[src/rtl/udp_ctrl_regs.sv]
`default_nettype none
// ============================================================================
// Module   : udp_ctrl_regs
// Purpose  : Write-side register bank for the UDPMaster control path. Header
//            fields (MAC/IP/port) are written into a shadow set; a CTRL
//            commit copies the whole shadow set atomically into the active
//            set once the transmit datapath reports idle. Writes are
//            stalled while that commit is pending.
// Ports    : clk, rst_n            - clock, synchronous active-low reset
//            reg_wr_addr/data/strb - write request from the AXI-Lite adapter
//            reg_wr_en             - request, held until reg_wr_ack
//            reg_wr_wait           - stall while a commit is pending
//            reg_wr_ack            - one-cycle write-complete pulse
//            cfg_busy              - datapath mid-packet, blocks the copy
//            cfg_enable            - CTRL.enable, applied immediately
//            cfg_src/dst_mac/ip/port - active header configuration
//            cfg_update            - one-cycle pulse when active set changes
// Revision : 1.0 - initial release
// ============================================================================
module udp_ctrl_regs #(
    parameter int DATA_WIDTH = 32,
    parameter int ADDR_WIDTH = 32,
    parameter int STRB_WIDTH = DATA_WIDTH / 8
) (
    input  logic                  clk,
    input  logic                  rst_n,
    input  logic [ADDR_WIDTH-1:0] reg_wr_addr,
    input  logic [DATA_WIDTH-1:0] reg_wr_data,
    input  logic [STRB_WIDTH-1:0] reg_wr_strb,
    input  logic                  reg_wr_en,
    output logic                  reg_wr_wait,
    output logic                  reg_wr_ack,
    input  logic                  cfg_busy,
    output logic                  cfg_enable,
    output logic [47:0]           cfg_src_mac,
    output logic [47:0]           cfg_dst_mac,
    output logic [31:0]           cfg_src_ip,
    output logic [31:0]           cfg_dst_ip,
    output logic [15:0]           cfg_src_port,
    output logic [15:0]           cfg_dst_port,
    output logic                  cfg_update
);

    typedef enum logic [0:0] {
        ST_IDLE    = 1'b0,
        ST_PENDING = 1'b1
    } state_t;

    localparam logic [2:0] c_IDX_CTRL       = 3'd0;
    localparam logic [2:0] c_IDX_SRC_MAC_LO = 3'd1;
    localparam logic [2:0] c_IDX_SRC_MAC_HI = 3'd2;
    localparam logic [2:0] c_IDX_SRC_IP     = 3'd3;
    localparam logic [2:0] c_IDX_DST_MAC_LO = 3'd4;
    localparam logic [2:0] c_IDX_DST_MAC_HI = 3'd5;
    localparam logic [2:0] c_IDX_DST_IP     = 3'd6;
    localparam logic [2:0] c_IDX_PORTS      = 3'd7;

    state_t                r_state;
    logic                  r_ack;
    logic                  r_update;
    logic                  r_enable;

    logic [47:0]           r_sh_src_mac;
    logic [47:0]           r_sh_dst_mac;
    logic [DATA_WIDTH-1:0] r_sh_src_ip;
    logic [DATA_WIDTH-1:0] r_sh_dst_ip;
    logic [DATA_WIDTH-1:0] r_sh_ports;

    logic [47:0]           r_act_src_mac;
    logic [47:0]           r_act_dst_mac;
    logic [DATA_WIDTH-1:0] r_act_src_ip;
    logic [DATA_WIDTH-1:0] r_act_dst_ip;
    logic [DATA_WIDTH-1:0] r_act_ports;

    logic                  w_mapped;
    logic [2:0]            w_index;
    logic                  w_accept;
    logic                  w_commit_req;
    logic [DATA_WIDTH-1:0] w_old;
    logic [DATA_WIDTH-1:0] w_new;
    logic                  w_unused_addr;

    assign w_mapped      = (reg_wr_addr[ADDR_WIDTH-1:5] == '0);
    assign w_index       = reg_wr_addr[4:2];
    // Byte offset within a word carries no meaning for this bank.
    assign w_unused_addr = ^reg_wr_addr[1:0];

    // The !r_ack term keeps a still-held request from being taken twice
    // in the cycle its ack is visible.
    assign w_accept      = reg_wr_en && !r_ack && (r_state == ST_IDLE);
    assign w_commit_req  = reg_wr_strb[0] && reg_wr_data[1];

    // Current contents of the addressed shadow word, merged per byte lane
    // with the incoming data. MAC_HI words read back zero above bit 15 so
    // those lanes merge to don't-care bits that are never stored.
    always_comb begin
        w_old = '0;
        case (w_index)
            c_IDX_SRC_MAC_LO: w_old = r_sh_src_mac[31:0];
            c_IDX_SRC_MAC_HI: w_old = {{(DATA_WIDTH-16){1'b0}}, r_sh_src_mac[47:32]};
            c_IDX_SRC_IP:     w_old = r_sh_src_ip;
            c_IDX_DST_MAC_LO: w_old = r_sh_dst_mac[31:0];
            c_IDX_DST_MAC_HI: w_old = {{(DATA_WIDTH-16){1'b0}}, r_sh_dst_mac[47:32]};
            c_IDX_DST_IP:     w_old = r_sh_dst_ip;
            c_IDX_PORTS:      w_old = r_sh_ports;
            default:          w_old = '0;
        endcase
        w_new = w_old;
        for (int i = 0; i < STRB_WIDTH; i++) begin
            if (reg_wr_strb[i]) begin
                w_new[i*8 +: 8] = reg_wr_data[i*8 +: 8];
            end
        end
    end

    always_ff @(posedge clk) begin
        if (!rst_n) begin
            r_state       <= ST_IDLE;
            r_ack         <= 1'b0;
            r_update      <= 1'b0;
            r_enable      <= 1'b0;
            r_sh_src_mac  <= '0;
            r_sh_dst_mac  <= '0;
            r_sh_src_ip   <= '0;
            r_sh_dst_ip   <= '0;
            r_sh_ports    <= '0;
            r_act_src_mac <= '0;
            r_act_dst_mac <= '0;
            r_act_src_ip  <= '0;
            r_act_dst_ip  <= '0;
            r_act_ports   <= '0;
        end else begin
            r_ack    <= 1'b0;
            r_update <= 1'b0;
            case (r_state)
                ST_IDLE: begin
                    if (w_accept) begin
                        r_ack <= 1'b1;
                        if (w_mapped) begin
                            case (w_index)
                                c_IDX_CTRL: begin
                                    // Enable bypasses the shadow set; the
                                    // commit bit is only an event.
                                    if (reg_wr_strb[0]) begin
                                        r_enable <= reg_wr_data[0];
                                    end
                                    if (w_commit_req) begin
                                        r_state <= ST_PENDING;
                                    end
                                end
                                c_IDX_SRC_MAC_LO: r_sh_src_mac[31:0]  <= w_new;
                                c_IDX_SRC_MAC_HI: r_sh_src_mac[47:32] <= w_new[15:0];
                                c_IDX_SRC_IP:     r_sh_src_ip         <= w_new;
                                c_IDX_DST_MAC_LO: r_sh_dst_mac[31:0]  <= w_new;
                                c_IDX_DST_MAC_HI: r_sh_dst_mac[47:32] <= w_new[15:0];
                                c_IDX_DST_IP:     r_sh_dst_ip         <= w_new;
                                c_IDX_PORTS:      r_sh_ports          <= w_new;
                                default:          r_sh_ports          <= r_sh_ports;
                            endcase
                        end
                    end
                end
                ST_PENDING: begin
                    // Copy only between packets so the datapath never sees
                    // a mix of old and new header fields.
                    if (!cfg_busy) begin
                        r_act_src_mac <= r_sh_src_mac;
                        r_act_dst_mac <= r_sh_dst_mac;
                        r_act_src_ip  <= r_sh_src_ip;
                        r_act_dst_ip  <= r_sh_dst_ip;
                        r_act_ports   <= r_sh_ports;
                        r_update      <= 1'b1;
                        r_state       <= ST_IDLE;
                    end
                end
                default: r_state <= ST_IDLE;
            endcase
        end
    end

    assign reg_wr_wait  = reg_wr_en && (r_state == ST_PENDING);
    assign reg_wr_ack   = r_ack;
    assign cfg_update   = r_update;
    assign cfg_enable   = r_enable;
    assign cfg_src_mac  = r_act_src_mac;
    assign cfg_dst_mac  = r_act_dst_mac;
    assign cfg_src_ip   = r_act_src_ip;
    assign cfg_dst_ip   = r_act_dst_ip;
    assign cfg_src_port = r_act_ports[31:16];
    assign cfg_dst_port = r_act_ports[15:0];

endmodule
`default_nettype wire
[config.mk]
export PLATFORM = sky130hd
export DESIGN_NAME = udp_ctrl_regs
export DESIGN_NICKNAME = d
export VERILOG_FILES = /design/src/rtl/udp_ctrl_regs.sv
export SDC_FILE = /design/constraint.sdc
export NUM_CORES = 1
export LEC_CHECK = 0
export BUFFER_PORTS_ARGS = -buffer_cell sky130_fd_sc_hd__buf_2
export CORE_MARGIN = 1
export CORE_UTILIZATION = 60
export CTS_CLUSTER_DIAMETER = 50
export CTS_CLUSTER_SIZE = 28
export DETAILED_ROUTE_END_ITERATION = 10
export PLACE_DENSITY = 0.92
export SLEW_MARGIN = 20
export SYNTH_ARGS = -nofsm -noshare
export SYNTH_HDL_FRONTEND = slang
export SYNTH_SLANG_ARGS = --single-unit
export TNS_END_PERCENT = 5
[constraint.sdc]
create_clock -name clk -period 4.4 [get_ports clk]
set_clock_uncertainty 0.15 [all_clocks]
set_input_delay 0 -clock clk [delete_from_list [all_inputs] [get_ports clk]]
set_output_delay 0 -clock clk [all_outputs]
set_load 0.01 [all_outputs]
Yosys cells after proc, flatten, opt, wreduce, memory -nomap -nowiden --
Index checks and enable logic that the tools add are counted.
Word-level totals: bits in registers 388, input port bits 72
Operators by class: muxes and demuxes 13, equality and inequality tests 7, reductions and logical operators 18, bitwise operators 3
Operators by type and width (number):
- $pmux W32 S6 | 1
- $mux W8 | 4
- $reduce_and A4 Y1 | 7
- $logic_not A27 Y1 | 1
- $eq A3 B3 Y1 const B | 4
- $mux W1 | 7
- $eq A3 B2 Y1 const B | 2
- $reduce_and A5 Y1 | 1
- $logic_and A1 B1 Y1 | 4
- $reduce_and A2 Y1 | 2
- $eq A3 B1 Y1 const B | 1
- $logic_not A3 Y1 | 1
- $not A1 Y1 | 3
- $pmux W1 S2 | 1
- $reduce_or A2 Y1 | 1
- $logic_not A1 Y1 | 1

Longest topological paths before layout --
Gate-level depths: netlist of the first run.
depth in word-level cells 6, gate-level depth with buffers 8, depth with buffers taken out 5

Worst setup path before layout of the first run --
No wires, ideal clock.
path type flip-flop to flip-flop, start point register r_ack (netlist: reg_wr_ack), end point register r_sh_dst_ip[9], stages on the path, launching flop included 8, arrival time 1.749 ns, path slack 2.354 ns, setup time 0.147 ns, path buffers 3, path through dfxtp_1 > nor3b_1 > nand4_1 > buf_2 > nor3_1 > buf_2 > buf_1 > o22ai_1
Between the ends: longest elaborated chain between the ends 4
Ends and longest elaborated chain:
- from (decl) | line 59 | logic r_ack;
- from (signal assigned) | line 119 | r_ack <= 1'b0;
- from (signal assigned) | line 133 | r_ack <= 1'b0;
- from (signal assigned) | line 138 | r_ack <= 1'b1;
- $logic_not A1 Y1 | line 90 | assign w_accept = reg_wr_en && !r_ack && (r_state == ST_IDLE);
- $logic_and A1 B1 Y1 (2 in series) | line 90
- $reduce_and A4 Y1 (no line)
- to (signal assigned) | line 156 | c_IDX_DST_IP: r_sh_dst_ip <= w_new;
- to (decl) | line 66 | logic [DATA_WIDTH-1:0] r_sh_dst_ip;
Every way passes these cells. A chain may end at the register's enable or synchronous reset.

Worst setup path in the final report of the first run --
start point input port reg_wr_addr[3], end point register r_sh_src_mac[22]
Between the ends: longest elaborated chain between the ends 3, elaborated cells between the ends (all ways) 10
Ends and longest elaborated chain:
- from (decl) | line 27 | input logic [ADDR_WIDTH-1:0] reg_wr_addr,
- $eq A3 B3 Y1 or $eq A3 B2 Y1 (tied branches) | line 98 | case (w_index)
- $pmux W32 S6 | line 98
- $mux W8 | line 110 | if (reg_wr_strb[i]) begin
- to (signal assigned) | line 151 | c_IDX_SRC_MAC_LO: r_sh_src_mac[31:0] <= w_new;
- to (decl) | line 63 | logic [47:0] r_sh_src_mac;
Several ways; a longest one is shown, not always the timed one.

==> results of run 1 <==
[worst max path at each step]
| stage | slack [ps] | start | end |
|---|---|---|---|
| floorplan | 2350 | reg_wr_ack$_SDFF_PP0_ | r_sh_dst_ip[9]$_SDFFE_PN0P_ |
| global placement | 1530 | reg_wr_addr[4] | r_sh_src_mac[22]$_SDFFE_PN0P_ |
| detailed placement | 1390 | reg_wr_addr[4] | r_sh_src_mac[10]$_SDFFE_PN0P_ |
| CTS | 1370 | r_state$_SDFF_PN0_ | r_sh_src_mac[6]$_SDFFE_PN0P_ |
| global route | 1400 | r_state$_SDFF_PN0_ | r_sh_src_mac[7]$_SDFFE_PN0P_ |
| finish | 1450 | reg_wr_addr[3] | r_sh_src_mac[22]$_SDFFE_PN0P_ |
[area by class of cell]
| type | count | area, sq um | share of cell area, % |
|---|---|---|---|
| clock buffer | 36 | 835 | 4.62 |
| clock inverter | 20 | 240 | 1.33 |
| inverter | 17 | 68.8 | 0.381 |
| multi-input combinational | 1270 | 6510 | 36.1 |
| sequential | 388 | 7770 | 43.0 |
| tap | 324 | 405 | 2.25 |
| timing repair buffer | 361 | 2230 | 12.3 |
[power breakdown]
part	switching, mW	internal, mW	leakage (nW)
sequential	0.000224	3.51	3.12
combinational	0.253	0.114	3.32
clock	1.44	1.49	0.518
[registers in the layout, summed over array words and instances (netlist names)]
signal	cells
r_sh_src_ip	32
reg_wr_ack	1
r_sh_ports	32
cfg_update	1
cfg_enable	1
cfg_src_mac	48
r_act_ports	32
r_sh_dst_ip	32
r_sh_dst_mac	48
cfg_dst_ip	32
cfg_dst_mac	48
r_state	1
cfg_src_ip	32
r_sh_src_mac	48
[cell usage in the layout, fill, tap and decap left out, drive strengths merged, types with 2 or more instances in the layout]
cell type | netlist | final
buf | 35 | 305
nor4 | 13 | 13
nor3b | 3 | 3
a211oi | 63 | 63
nand3 | 9 | 9
a2111oi | 3 | 3
o31a | 7 | 7
a221oi | 30 | 30
nor3 | 18 | 18
o22ai | 47 | 47
a21oi | 325 | 325
a31oi | 3 | 3
nand2b | 7 | 7
clkinvlp | 0 | 3
nor2b | 22 | 22
clkinv | 1 | 8
nor2 | 77 | 77
a22oi | 4 | 4
dlygate4sd3 | 0 | 56
mux2i | 12 | 12
nor4b | 2 | 2
a21o | 2 | 2
and3 | 7 | 7
mux2 | 15 | 15
clkbuf | 125 | 36
o21ai | 114 | 114
nand2 | 458 | 458
nand4 | 2 | 2
inv | 16 | 25
and2 | 5 | 5
dfxtp | 388 | 388
o21a | 3 | 3
a32oi | 11 | 11
[routing by layer]
metal | track usage, % | vias up | part of all wire [%]
li1 | - | 6824 | -
met1 | 53.0 | 7093 | 38
met2 | 57.4 | 1333 | 43
met3 | 9.14 | 259 | 15
met4 | 17.4 | 2 | 5.2
met5 | 0 | - | 0.027
[tightest hold or removal path, delay by kind of cell]
family          cells  cell delay [ps]
buf+inv             2              390
compound gates      1               60
simple gates        2              230
[cell families (layout without fill, tap and decap cells)]
logic type,Yosys count,count (layout),share of synthesized area [%]
AO/OA/AOI/OAI,617,617,23.8
buffers and inverters,177,434,4.66
flip-flops,388,388,52.2
multiplexers,28,28,2.09
AND/OR/NAND/NOR,625,625,17.3
==> impl_results.md, run 1 <==
* RSZ-0062 raised after global routing: no
* Number of nets still failing antenna checks after routing at 0
* Cell area after placement at 16400 sq um
* First-pass GRT wire length at 78200 microns
* Measured slew at the worst slew-check pin at 1060 ps
* CP delay by family, top: buffers and inverters
* Row count at 57
* Routed WL at 51100 microns
* Critical Path, Cell by Cell: dlygate4sd3_1 -> buf_2 -> buf_4 -> and3_1 -> a221oi_1 -> o31a_1 -> dlygate4sd3_1 -> a21oi_1
* TritonRoute pass-1 iters at 8
* Post-synth top area share at 52.2%
* H-tree levels at 1
* Setup TNS at 0 ps
* Initial antenna violation count at 2
* HPWL Detailed at 32100 microns
* Slowest stage delay, CP at 670 ps
* Total setup buffers inserted after CTS at 0
* Core area at 24300 sq um
* # resized after CTS at 0
* Synth top area cells: dfxtp_1 52%, nand2_1 12%, a21oi_1 11%
* Largest net degree at the start of global routing at 193
* Status: finished, violations left
* R2R setup slack at 1550 ps
* DR vias/cell at 6.42
* Failing checks: hold timing
* WP data arrival at 3300 ps
* Crit Reg-Reg Endpoint: r_sh_src_mac[13]$_SDFFE_PN0P_
* DR vias at 15511
* Async set-reset flop share out of synthesis at 0%
* Startpoint types: input port
* Fillcell total at 1587
* Crit path capture type: flop
* Hold path start: cfg_busy
* Clock root cell: clkbuf_16
* CTS Hold Bufs at 56
* GRT overflow at 0
* Synth cell count leaders: 458 x nand2_1, 388 x dfxtp_1, 325 x a21oi_1
* Max Fclk at 339 MHz
* Final worst path period need at 2950 ps
* Worst Path Required at 4750 ps
* Clock Tree Buf Depth at 3
* Leakage at 6.96 nW
* WHS Endpoint: cfg_src_mac[0]$_SDFFE_PN0P_
* Kind of critical path: input port to flop
* Number of remaining DRC errors at 0
* Placed Cells at 2304
* Clock sinks at 388
* Total power per unit cell area at 377 nW/um^2
* Top FF cell, synth: dfxtp_1
* Slew Limit Fails at 0
* Post-synthesis instance area at 14900 sq um
* Total track usage at 38.5%
* Port buffer count at 265
* Period utilization at 66.9%
* Die Ht at 160 microns
* Gpl congestion at 0.941
* Yosys cell types at 46
* Rel. slew slack at 29.2%
* Clock Latency Late Sink at 600 ps
* Pwr Total at 6.80 mW
* Synth Warn # at 0
* Final hold vios at 8
* Worst vdd ir at 271 uV
* Cell area after layout at 18100 sq um
* Worst slack at placement at 1390 ps
* Hold WS at -3.95 ps
* Diodes inserted at 0
* Final setup fails at 0
* Post-synth EDFFs at 0
* Final Net Count at 2140
* Hold depth at 5
* Cells after synthesis at 1835
* CP max FO at 24
* Slowest cell on the critical path: dlygate4sd3_1
* Syn Area/Cell at 8.12 sq um
* Cell with the most instances after synthesis: nand2_1
* Starting Density at 61.2%
* Cell depth of the worst setup path at 8
* Final setup margin at 1450 ps
* DRC marker count from the first detailed-route iteration at 2416
* Worst r2r src: r_state$_SDFF_PN0_
* Synth area leader: dfxtp_1
* Fraction of layout cells with a size suffix above 1 at 18.7%
* Die area at 25500 sq um
* CTS clk-pin slew, worst paths at 80 ps
* Part of the Yosys area used for sequential elements at 52.2%
* Die W at 160 microns
* Max_cap viols at 0
* Layout Cells excl Fill at 2416
* WL per Instance at 21.1 microns
* Min-Delay Path Class: input port to flop
* Buf+Inv Stages, Crit Path at 4
* Area Overhead vs Synth at 21.2%
* Worst-case reg-to-reg path depth at 8
* CTS tree: yes
* Cell repeated most along the worst path: dlygate4sd3_1
* Mapped Nets at 1907
* Number of synthesized register bits at 388
* Vias in the first global route at 14239
* Num CTS Buffers at 30
* Final core area utilization at 74.2%
* Num ports at 268
No activity file was read; power rests on OpenSTA's default activity.
==> run 2: changes to the inputs <==
CORE_UTILIZATION = 50   (was 60)
PLACE_DENSITY = 0.83   (was 0.92)
clock period = 2.5 ns   (was 4.4 ns; I/O delays follow)
==> run 2 against run 1 <==
The run now ends clean. Largest power group unchanged. Critical path depth increased by 1. Highest routed layer unchanged. Sequential share of layout area decreased by 0.37 points. Sequential cell count unchanged. Final cell count increased by 2.6%. Clock power increased by 71%. Hold slack improved by 100 ps. Register-to-register slack got worse by 1400 ps. First-iteration DRC count decreased by 26%. Critical endpoint is now r_sh_src_mac[29]$_SDFFE_PN0P_. Design area increased by 0.86%. Wire length decreased by 4.9%. Sequential power increased by 76%. Combinational power increased by 70%.
==> impl_results.md, run 2 (synthesized netlist as in run 1, its figures left out) <==
* Clock root cell: clkbuf_16
* Leakage at 7.00 nW (+0.47%)
* Clock Latency Late Sink at 580 ps (-20 ps)
* Fillcell total at 2387 (+50%)
* Final setup fails at 0 (unchanged)
* WL per Instance at 19.6 microns (-7.2%)
* Vias in the first global route at 13296 (-6.6%)
* H-tree levels at 1 (unchanged)
* NetSw at 2.86 mW (+68%)
* CP max FO at 30 (+25%)
* WP data arrival at 2780 ps (-520 ps)
* Largest net degree at the start of global routing at 106 (-45%)
* Setup TNS at 0 ps (unchanged)
* Worst vdd ir at 507 uV (+87%)
* Final core area utilization at 62.8% (-11 points)
* Final worst path period need at 2410 ps
* TritonRoute pass-1 iters at 5 (-3)
* Row count at 62 (+8.8%)
* CP delay by family, top: buffers and inverters
* DR vias/cell at 5.98 (-6.8%)
* Most frequent cells in the layout: 458 x nand2_1, 388 x dfxtp_1, 325 x a21oi_1
* Number of nets still failing antenna checks after routing at 0 (unchanged)
* Clock Power Share at 42.4% (-0.6 points)
* Slowest cell on the critical path: dlygate4sd3_1
* Core area at 29000 sq um (+19%)
* Max_cap viols at 0 (unchanged)
* Fraction of layout cells with a size suffix above 1 at 19.1% (+0.42 points)
* Max Fclk at 414 MHz
* FF+latch area at 7770 sq um (unchanged)
* CTS clk-pin slew, worst paths at 80 ps (about the same)
* Final setup margin at 86.6 ps (-1370 ps)
* Cell depth of the worst setup path at 9 (+1)
* Rel. slew slack at 26.5% (-2.7 points)
* Sequential share of power at 52.3% (+0.7 points)
* Final hold vios at 0 (-8)
* First-pass GRT wire length at 74500 microns (-4.9%)
* Area Overhead vs Synth at 22.2%
* GRT overflow at 0 (unchanged)
* Worst-case reg-to-reg path depth at 7 (-1)
* Die Ht at 175 microns (+9.4%)
* Hold depth at 6 (+1)
* Total track usage at 30.6% (-7.9 points)
* Num ports at 268 (unchanged)
* Die area at 30500 sq um (+20%)
* CTS tree: yes
* Total setup buffers inserted after CTS at 0 (unchanged)
* Startpoint types: input port
* Final Net Count at 2141 (+0.047%)
* Gpl congestion at 0.961 (+2.1%)
* Status: completed
* Measured slew at the worst slew-check pin at 1090 ps (+28.4 ps)
* Multi-input gate area in the final layout at 6510 sq um (about the same)
* Clock Tree Buf Depth at 3 (unchanged)
* Slowest stage delay, CP at 610 ps (-60 ps)
* Comb pwr share at 5.3% (about the same)
* Routed WL at 48600 microns (-4.9%)
* Worst slack at placement at 107 ps (-1280 ps)
* Port buffer count at 265 (unchanged)
* Placed Cells at 2373 (+3.0%)
* Internal at 8.96 mW (+75%)
* Min-Delay Path Class: input port to flop
* Worst Path Required at 2860 ps (-1890 ps)
* Layout Cells excl Fill at 2478 (+2.6%)
* Crit path capture type: flop
* Total power per unit cell area at 649 nW/um^2 (+72%)
* Buf+Inv Stages, Crit Path at 5 (+1)
* Slew Limit Fails at 0 (unchanged)
* Starting Density at 51.3% (-9.9 points)
* Critical Path, Cell by Cell: dlygate4sd3_1 -> buf_2 -> buf_4 -> and3_2 -> buf_4 -> a221oi_1 -> o31a_1 -> dlygate4sd3_1 -> a21oi_1
* Number of remaining DRC errors at 0 (unchanged)
* Clock sinks at 388 (unchanged)
* RSZ-0062 raised after global routing: no
* Initial antenna violation count at 2 (unchanged)
* Die W at 175 microns (+9.4%)
* Kind of critical path: input port to flop
* DRC marker count from the first detailed-route iteration at 1780 (-26%)
* Period utilization at 96.5%
* Num CTS Buffers at 31 (+3.3%)
* DR vias at 14829 (-4.4%)
* HPWL Detailed at 33500 microns (+4.4%)
* Switching power share of the total at 24.2% (-0.76 points)
* Commonest non-fill, non-tap cell in the layout: nand2_1
run 2: changes by cell type in the layout (fill, tap and decap cells not counted), moves of 3 or more:
cell / previous run / this run
buf_12: 3 / 14
dlygate4sd3_1: 56 / 46
clkbuf_8: 4 / 0
inv_6: 5 / 9
buf_4: 38 / 35
clkbuf_1: 1 / 4
clkinv_2: 1 / 4
run 2: tightest hold or removal path: stages:
cell and delay (ps):
buf_2 150, buf_12 200, nand2_1 100, nor3_2 80
nor2b_1 110, o21a_1 120
run 2: area by class of cell:
cell class / count / share of cell area (%)
Tap cell: 384 / 2.64
Multi-Input combinational cell: 1270 / 35.7
Clock inverter: 22 / 1.31
Clock buffer: 35 / 4.34
Timing Repair Buffer: 361 / 12.9
Antenna cell: 1 / 0.0137
Inverter: 17 / 0.378
Sequential cell: 388 / 42.7
run 2: worst paths after layout:
path / end / startpoint / slack [ps]
setup reg to reg: cfg_enable$_SDFFE_PN0P_ / reg_wr_ack$_SDFF_PP0_ / 130
hold reg to reg: r_act_ports[26]$_SDFFE_PN0P_ / r_act_ports[26]$_SDFFE_PN0P_ / 300
setup / recovery: r_sh_src_mac[29]$_SDFFE_PN0P_ / reg_wr_addr[4] / 90
hold / removal: r_sh_dst_mac[45]$_SDFFE_PN0P_ / reg_wr_addr[2] / 100
run 2: repair_timing:
action / CTS / global route
setup endpoints to repair: 0 / 8
hold buffers: 47 / 0
hold endpoints to repair: 363 / 0
resized for setup: 0 / 5
run 2: metrics by stage:
| stage | total power [mW] | area, sq um | hold WS [ps] |
|---|---|---|---|
| finish | 11.8 | 18200 | 98.2 |
| global route | 12.1 | 18200 | 140 |
| CTS | 11.8 | 18200 | 63.1 |
| detailed placement | 6.86 | 16700 | 134 |
| global placement | 6.85 | 16700 | 125 |
| floorplan | 6.63 | 14900 | -17.5 |
run 2: power groups by stage:
stage          clock network, mW  logic (mW)  registers [mW]
6_report                    5.01       0.623            6.17
5_1_grt                     5.26       0.653            6.17
4_1_cts                     5.02       0.597            6.18
3_5_place_dp                   0       0.538            6.32
3_3_place_gp                   0       0.526            6.32
2_1_floorplan                  0       0.314            6.32
run 2: routing by layer:
metal | track usage (%) | wire length, microns
met5 | 0 | 65
met4 | 11.2 | 1770
met3 | 6.16 | 5240
met2 | 46.0 | 21200
met1 | 43.4 | 20300
==> run 3: changes to the inputs <==
CORE_UTILIZATION = 60   (was 50)
PLACE_DENSITY = 0.85   (was 0.83)
clock period = 2.8 ns   (was 2.5 ns; I/O delays follow)
==> run 3 against run 2 <==
Non-clock buffer count increased by 15. Combinational power decreased by 9.0%. Clock power increased by 2%. Die area decreased by 16%. Total power decreased by 5.2%. Critical path depth decreased by 1. Critical path type is now flop to flop. Critical endpoint is now r_sh_src_mac[11]$_SDFFE_PN0P_. Largest cell class unchanged. Largest power group unchanged. Highest routed layer unchanged.
==> impl_results.md, run 3 (synthesized netlist as in run 1, its figures left out) <==
* DR vias at 15334 (+3.4%)
* Gpl congestion at 0.960 (about the same)
* Clock root cell: clkbuf_16
* Setup TNS at 0 ps (unchanged)
* Clock Latency Late Sink at 530 ps (-50 ps)
* Layout Cells excl Fill at 2437 (-1.7%)
* Row count at 57 (-8.1%)
* WP data arrival at 2890 ps (+110 ps)
* RSZ-0062 raised after global routing: no
* Die Ht at 160 microns (-8.6%)
* GRT overflow at 0 (unchanged)
* Max Fclk at 381 MHz
* Commonest non-fill, non-tap cell in the layout: nand2_1
* Vias in the first global route at 14394 (+8.3%)
* Measured slew at the worst slew-check pin at 960 ps (-131 ps)
* Period utilization at 93.6%
* Num ports at 268 (unchanged)
* WL per Instance at 20.5 microns (+4.3%)
* CP max FO at 12 (-60%)
* H-tree levels at 2 (+1)
* Diodes inserted at 0 (-1)
* Leakage at 7.15 nW (+2.2%)
* DRC marker count from the first detailed-route iteration at 2288 (+29%)
* Min-Delay Path Class: input port to flop
* Largest net degree at the start of global routing at 144 (+36%)
* Core area at 24300 sq um (-16%)
* TritonRoute pass-1 iters at 6 (+1)
* Starting Density at 61.2% (+9.9 points)
* Met2 WL at 22800 microns (+7.5%)
* Hold depth at 5 (-1)
* Port buffer count at 265 (unchanged)
* Worst Path Required at 3070 ps (+210 ps)
* Final setup fails at 0 (unchanged)
* CTS tree: yes
* Final Net Count at 2159 (+0.84%)
* Number of nets still failing antenna checks after routing at 0 (unchanged)
* Total power per unit cell area at 609 nW/um^2 (-6.1%)
* Cell repeated most along the worst path: buf_4
* Worst vdd ir at 607 uV (+20%)
* Final worst path period need at 2620 ps
* HPWL Detailed at 33400 microns (-0.27%)
* Fraction of layout cells with a size suffix above 1 at 19.8% (+0.67 points)
* Final hold vios at 0 (unchanged)
* Area Overhead vs Synth at 23.4%
* Total setup buffers inserted after CTS at 0 (unchanged)
* Slew Limit Fails at 0 (unchanged)
* Initial antenna violation count at 1 (-1)
* Routed met1 length at 18300 microns (-9.8%)
* Clock sinks at 388 (unchanged)
* Status: completed
* Worst r2r src: r_state$_SDFF_PN0_
* Die area at 25500 sq um (-16%)
* WHS Endpoint: r_sh_dst_mac[34]$_SDFFE_PN0P_
* Hold path start: reg_wr_addr[4]
* Highest Signal Layer: met5
* CTS clk-pin slew, worst paths at 80 ps (about the same)
* R2R setup slack at 180 ps (+50 ps)
* Fillcell total at 1669 (-30%)
* DR WL met3 at 5740 microns (+9.7%)
* DR vias/cell at 6.29 (+5.1%)
* Num CTS Buffers at 34 (+9.7%)
* First-pass GRT wire length at 77700 microns (+4.4%)
* Placed Cells at 2324 (-2.1%)
* Startpoint types: flop
* Die W at 160 microns (-8.6%)
* Hold WS at 32.1 ps (-66.1 ps)
* Total track usage at 38.4% (+7.8 points)
* Most frequent cells in the layout: 458 x nand2_1, 388 x dfxtp_1, 325 x a21oi_1
* Slowest cell on the critical path: dlygate4sd3_1
* Rel. slew slack at 34.2% (+7.7 points)
* Routed WL at 49900 microns (+2.6%)
* Number of remaining DRC errors at 0 (unchanged)
* Critical Path, Cell by Cell: nor3b_2 -> nand4_1 -> buf_4 -> nor4_2 -> buf_4 -> and2_1 -> a211oi_1 -> dlygate4sd3_1
* Max_cap viols at 0 (unchanged)
* Worst-case reg-to-reg path depth at 8 (+1)
* Clock Tree Buf Depth at 3 (unchanged)
* Slowest stage delay, CP at 600 ps (about the same)
* Pwr Total at 11.2 mW (-5.2%)
* Crit Reg-Reg Endpoint: r_sh_src_mac[11]$_SDFFE_PN0P_
* Kind of critical path: flop to flop
* Crit path capture type: flop
## run 3: changes by cell type in the layout (fill, tap and decap cells not counted), moves of 3 or more
cell / previous run / this run
buf_4: 35 / 53
clkbuf_1: 4 / 1
clkbuf_16: 31 / 37
dlygate4sd3_1: 46 / 51
inv_8: 2 / 5
buf_12: 14 / 8
clkinv_2: 4 / 0
clkinv_8: 2 / 7
## run 3: power breakdown
group | leakage [nW] | total [mW] | switching (mW) | internal (mW)
registers | 3.12 | 5.51 | 0.000581 | 5.51
clock network | 0.604 | 5.11 | 2.37 | 2.74
logic | 3.43 | 0.567 | 0.382 | 0.185
total | 7.15 | 11.2 | 2.75 | 8.44
## run 3: worst max-delay path by stage
stage                          startpoint                             to  cells past startpoint
floorplan           reg_wr_ack$_SDFF_PP0_    r_sh_dst_ip[9]$_SDFFE_PN0P_                      7
global placement       r_state$_SDFF_PN0_  r_sh_dst_mac[40]$_SDFFE_PN0P_                      7
detailed placement         reg_wr_addr[2]  r_sh_src_mac[43]$_SDFFE_PN0P_                      7
CTS                    r_state$_SDFF_PN0_   r_sh_src_mac[8]$_SDFFE_PN0P_                      8
global route           r_state$_SDFF_PN0_   r_sh_src_mac[8]$_SDFFE_PN0P_                      8
finish                 r_state$_SDFF_PN0_  r_sh_src_mac[11]$_SDFFE_PN0P_                      8
## run 3: critical path, delay by kind of cell (launching register included)
| family | cells | cell delay [ps] |
|---|---|---|
| DFF | 1 | 380 |
| AOI/OAI and AO/OA | 1 | 100 |
| buffers and inverters | 3 | 1080 |
| and+or+nand+nor | 4 | 810 |
## run 3: through the flow
step	cell area, sq um	worst slack (ps)	util [%]
after global routing	18400	19.0	75.6
final	18400	178	75.6
after floorplan	14900	754	-
after detailed placement	16600	409	68.3
after CTS	18400	181	75.6
after global placement	16600	579	68.3
## run 3: area by class of cell
cell class                 instances  area, sq um  share of cell area [%]
sequential                       388         7770                    42.3
clock buffer                      38          930                    5.06
clock inverter                    24          317                    1.72
inverter                          17         68.8                   0.374
multi-input combinational       1270         6500                    35.4
timing repair buffer             376         2390                    13.0
tap                              324          405                    2.21
## run 3: per-layer routing
metal | vias to the layer above | track usage, %
met4 | 2 | 22.6
met2 | 1100 | 61.0
met5 | - | 0
met1 | 7102 | 48.5
li1 | 6882 | -
met3 | 248 | 7.87
## run 3: repair_timing
action	CTS	global route
endpoints found under the setup margin	0	6
hold endpoints to repair	293	0
hold buffers	51	0
resized for setup	0	1
